[src/rtl/id_imm_ctrl.sv]
// Decode/immediate-select stage buffer: two-entry (output + skid) FIFO with opcode decode.
// Latency: 1 cycle from accept to out_* when empty or issuing the same cycle.
// Backpressure: in_ready is registered (state != FULL); out_ready never reaches in_ready combinationally.
//
// Ports:
//   clk, rst_n              clock, synchronous active-low reset
//   in_valid/in_ready       fetch-side handshake carrying in_inst, in_pc
//   flush                   drop everything held and the instruction offered this cycle
//   out_valid/out_ready     execute-side handshake carrying out_inst, out_pc, out_immSel, out_illegal
//   issue_cnt               completed out handshakes, wraps modulo 2^CNT_W
module id_imm_ctrl #(
    parameter logic [31:0] NOP_INST = 32'h0000_0013,
    parameter int          CNT_W    = 16
) (
    input  logic             clk,
    input  logic             rst_n,
    input  logic             in_valid,
    input  logic [31:0]      in_inst,
    input  logic [31:0]      in_pc,
    output logic             in_ready,
    input  logic             flush,
    output logic             out_valid,
    input  logic             out_ready,
    output logic [31:0]      out_inst,
    output logic [31:0]      out_pc,
    output logic [2:0]       out_immSel,
    output logic             out_illegal,
    output logic [CNT_W-1:0] issue_cnt
);

    // Immediate-format select codes understood by the immediate generator.
    localparam logic [2:0] IMM_I    = 3'd0;
    localparam logic [2:0] IMM_S    = 3'd1;
    localparam logic [2:0] IMM_B    = 3'd2;
    localparam logic [2:0] IMM_J    = 3'd3;
    localparam logic [2:0] IMM_U    = 3'd4;
    localparam logic [2:0] IMM_NONE = 3'd7;

    typedef enum logic [1:0] {
        EMPTY = 2'd0,
        ONE   = 2'd1,
        FULL  = 2'd2
    } state_t;

    typedef struct packed {
        logic [31:0] inst;
        logic [31:0] pc;
        logic [2:0]  sel;
        logic        ill;
    } slot_t;

    // What the output register shows while nothing is held.
    localparam slot_t IDLE_SLOT = slot_t'({NOP_INST, 32'd0, IMM_I, 1'b0});

    state_t state;
    slot_t  out_q;
    slot_t  skid_q;

    logic accept;
    logic issue;

    assign accept = in_valid & in_ready;
    assign issue  = out_valid & out_ready;

    assign out_inst    = out_q.inst;
    assign out_pc      = out_q.pc;
    assign out_immSel  = out_q.sel;
    assign out_illegal = out_q.ill;

    // Decode is done on the way into storage so it is registered with the word.
    // Every legal opcode ends in 2'b11, so a compressed/garbage low pair falls to default.
    function automatic slot_t decode(input logic [31:0] inst, input logic [31:0] pc);
        slot_t s;
        s.inst = inst;
        s.pc   = pc;
        s.ill  = 1'b0;
        case (inst[6:0])
            7'b0010011, 7'b0000011,
            7'b1100111, 7'b1110011: s.sel = IMM_I;
            7'b0100011:             s.sel = IMM_S;
            7'b1100011:             s.sel = IMM_B;
            7'b1101111:             s.sel = IMM_J;
            7'b0110111, 7'b0010111: s.sel = IMM_U;
            7'b0110011:             s.sel = IMM_NONE;
            default: begin
                s.sel = IMM_NONE;
                s.ill = 1'b1;
            end
        endcase
        return s;
    endfunction

    always_ff @(posedge clk) begin
        if (!rst_n) begin
            state     <= EMPTY;
            in_ready  <= 1'b1;
            out_valid <= 1'b0;
            out_q     <= IDLE_SLOT;
            skid_q    <= IDLE_SLOT;
            issue_cnt <= '0;
        end else begin
            // An issue coinciding with a flush was still consumed downstream.
            if (issue) begin
                issue_cnt <= issue_cnt + CNT_W'(1);
            end

            if (flush) begin
                state     <= EMPTY;
                in_ready  <= 1'b1;
                out_valid <= 1'b0;
                out_q     <= IDLE_SLOT;
            end else begin
                case (state)
                    EMPTY: begin
                        if (accept) begin
                            out_q     <= decode(in_inst, in_pc);
                            out_valid <= 1'b1;
                            state     <= ONE;
                        end
                    end
                    ONE: begin
                        if (accept && !issue) begin
                            skid_q   <= decode(in_inst, in_pc);
                            in_ready <= 1'b0;
                            state    <= FULL;
                        end else if (issue && !accept) begin
                            out_q     <= IDLE_SLOT;
                            out_valid <= 1'b0;
                            state     <= EMPTY;
                        end else if (issue && accept) begin
                            out_q <= decode(in_inst, in_pc);
                        end
                    end
                    FULL: begin
                        // in_ready is low here, so nothing can be accepted.
                        if (issue) begin
                            out_q    <= skid_q;
                            in_ready <= 1'b1;
                            state    <= ONE;
                        end
                    end
                    default: begin
                        state     <= EMPTY;
                        in_ready  <= 1'b1;
                        out_valid <= 1'b0;
                        out_q     <= IDLE_SLOT;
                    end
                endcase
            end
        end
    end

endmodule

[config.mk]
export PLATFORM = sky130hd
export DESIGN_NAME = id_imm_ctrl
export DESIGN_NICKNAME = d
export VERILOG_FILES = /design/src/rtl/id_imm_ctrl.sv
export SDC_FILE = /design/constraint.sdc
export NUM_CORES = 1
export LEC_CHECK = 0
export BUFFER_PORTS_ARGS = -buffer_cell sky130_fd_sc_hd__buf_2
export CORE_AREA = 2 2 138 100
export CTS_CLUSTER_SIZE = 16
export DETAILED_ROUTE_END_ITERATION = 8
export DIE_AREA = 0 0 140 102
export PLACE_DENSITY = 0.89
export SLEW_MARGIN = 25
export SYNTH_ARGS = -nofsm -noshare
export SYNTH_HDL_FRONTEND = slang
export SYNTH_SLANG_ARGS = --single-unit
[constraint.sdc]
create_clock -name clk -period 2.53 [get_ports clk]
set_clock_uncertainty 0.15 [all_clocks]
set_input_delay 0.1265 -clock clk [delete_from_list [all_inputs] [get_ports clk]]
set_output_delay 0.1265 -clock clk [all_outputs]
set_load 0.01 [all_outputs]
==> impl_metrics.json <==
{
  "outcome": "finished, violations left",
  "violations": "design-rule violations",
  "path_clk_slew_ns": 0.06,
  "drive_gt1_share_pct": 26.1,
  "power.internal_mw": 4.54,
  "ys.flop_type": "dfxtp_1",
  "grt_setup_unrepaired": "false",
  "netlist.area_leader.share_pct": 45.6,
  "post-route-drc-count": 11,
  "first_pass_iters": 7,
  "synth_edf_count": 0,
  "wirelength_microns": 18800,
  "cts_tree": "built",
  "grt.overflow.total": 0,
  "syn2layout_area_growth_pct": 31.3,
  "track_usage_pct": 26.3,
  "p_clk_share_pct": 44.6,
  "yosys_warnings": 0,
  "worstSetupStartpointType": "flop",
  "io_buffers": 154,
  "min_path_type": "in -> reg",
  "clock_tree.buffer_depth": 2,
  "start_util_pct": 53.0,
  "ys_top_cells_by_count": "dfxtp_1, nand2_1, a22o_1, nor2_1, a21boi_0",
  "fp-row-count": 35,
  "num_vias": 6414,
  "swShare_pct": 24.2,
  "synth_cell_types": 56,
  "cp.arrival_ns": 2.52,
  "cts_setup_buffers": 0,
  "fin_crit_ns": 2.38,
  "ys_seq_elements": 156,
  "antenna_cells": 0,
  "wl_per_cell_microns": 16.7,
  "synth_top_cell_by_area": "dfxtp_1",
  "finalSetupViolations": 0,
  "coreArea_sq_mm": 0.0129,
  "p_per_area_mw_per_mm2": 667,
  "peakVddDrop_v": 0.000522,
  "grt_max_degree": 89,
  "async_flop_share_pct": 0,
  "maxCapViolations": 0,
  "netlist_area_sq_mm": 0.00684,
  "p_switching_mw": 1.45,
  "die_area_sq_mm": 0.0143,
  "pwr-share-seq_pct": 42.7,
  "antenna_found_initial": 0,
  "grt_pass1_vias": 6186,
  "cts-buffers-inserted": 17,
  "total_power_mw": 5.99,
  "cp.required_ns": 2.66,
  "drt_iter0_markers": 410,
  "finalMaxSlewViolations": 0,
  "ctsHoldBuffers": 66,
  "critPathMaxFanout": 46,
  "syn_nets": 830,
  "fin_nets": 1023,
  "final.setup.worst_slack_ns": 0.146,
  "tightest_slew_ns": 0.788,
  "critPathKind": "reg -> reg",
  "synth.most_common_cell": "dfxtp_1",
  "avgViaCountPerCell": 5.68,
  "fin_crit_sh_pct": 94.2,
  "clock_sinks": 156,
  "hold_viol_final": 0,
  "synth.avg_cell_area_sq_um": 9.03,
  "setup_tns_ns": 0,
  "pre_cts_ws_ns": 0.149,
  "htreeDepth": 4,
  "clock-root-buffer": "clkbuf_16",
  "worst_setup_path_end_kind": "flop",
  "yosys-top-cells-area": "dfxtp_1, nand2_1, a22o_1, a21boi_0, a22oi_1",
  "die_height_microns": 102,
  "io_pins": 155,
  "dp_hpwl_microns": 11000,
  "leakagePower_nw": 3.86,
  "cts_resized": 0,
  "ant_nets": 0,
  "syn_inst": 758,
  "pwr-share-comb_pct": 12.7,
  "fill_cells": 964,
  "clk_latency_ns": 0.41,
  "yosysSeqAreaShare_pct": 45.6,
  "fmax_ghz": 0.419,
  "die_x_microns": 140,
  "maxSlewHeadroom_pct": 47.5,
  "gp_congestion": 0.935,
  "grt_pass1_wl_microns": 30300
}
sequential cells by signal, indices dropped and copies added (netlist names):
signal	count
out_pc	32
skid_q	68
out_valid	1
out_inst	32
out_immSel	3
state	2
issue_cnt	16
in_ready	1
out_illegal	1
path summary, 6_finish.rpt:
kind	startpoint	end	slack, ns	cells past startpoint
worst max-delay path	in_ready	skid_q[33]	0.15	7
worst min-delay path	in_valid	state[0]	0.08	5
worst max register to register	in_ready	skid_q[33]	0.15	7
worst min register to register	skid_q[63]	skid_q[63]	0.31	2
cells in the final DEF, fill, tap and decap left out, drive strengths merged, types with 5 or more instances in the layout:
master,count
clkbuf,20
inv,5
a22oi,62
buf,172
nand2,148
nor2,69
a21boi,64
a22o,61
nor3,7
xnor2,7
nand2b,10
nand3,14
and2,10
a21oi,17
dlygate4sd3,66
o21ai,7
dfxtp,156
cell type report:
cell class | instances | area [sq um] | area share [%]
repair buffers | 238 | 1640 | 18.3
inverters | 4 | 15.0 | 0.167
clock buffers | 20 | 447 | 4.97
well taps | 166 | 208 | 2.31
flip-flops and latches | 156 | 3120 | 34.8
clock inverters | 11 | 168 | 1.87
multi-input cells | 534 | 3380 | 37.7
critical path: stages, from the launching register on:
cell and delay (ns):
dfxtp_1 0.39, nand2_1 0.11, inv_1 0.13, ha_1 0.28
or4b_2 0.62, buf_4 0.33, nand2_1 0.14, a21boi_0 0.10
per-stage QoR:
| stage | std cells | utilization (%) | cell area (sq um) | hold WS (ns) |
|---|---|---|---|---|
| 2_1_floorplan | 758 | - | 6840 | 0.101 |
| 3_3_place_gp | 1032 | 59.7 | 7710 | 0.221 |
| 3_5_place_dp | 1032 | 59.7 | 7710 | 0.229 |
| 4_1_cts | 1129 | 69.6 | 8990 | 0.0542 |
| 5_1_grt | 1129 | 69.6 | 8990 | 0.0997 |
| 6_report | 1129 | 69.6 | 8990 | 0.0793 |
routing by layer:
layer  up-vias  global-route usage [%]  share of wire, %
li1       3070                       -                 -
met1      3057                    33.9                44
met2       266                    45.2                47
met3        21                    5.58               7.7
met4         0                    7.85               1.1
met5         -                       0                 0
kinds of logic after synthesis:
family | count (synthesis) | share of synthesized area (%)
XOR/XNOR | 10 | 1.28
AND/OR/NAND/NOR | 284 | 19.0
buffers and inverters | 68 | 5.14
AO/OA/AOI/OAI | 232 | 27.6
adder cells (fa/ha/maj) | 3 | 0.549
multiplexers | 5 | 0.805
flip-flops | 156 | 45.6
power by group through the flow:
stage / registers, mW / clock network (mW) / logic (mW)
floorplan: 2.63 / 0 / 0.432
global placement: 2.61 / 0 / 0.650
detailed placement: 2.61 / 0 / 0.663
CTS: 2.56 / 2.70 / 0.747
global route: 2.57 / 2.82 / 0.822
finish: 2.56 / 2.67 / 0.760
(Power assumes the default switching activity.)
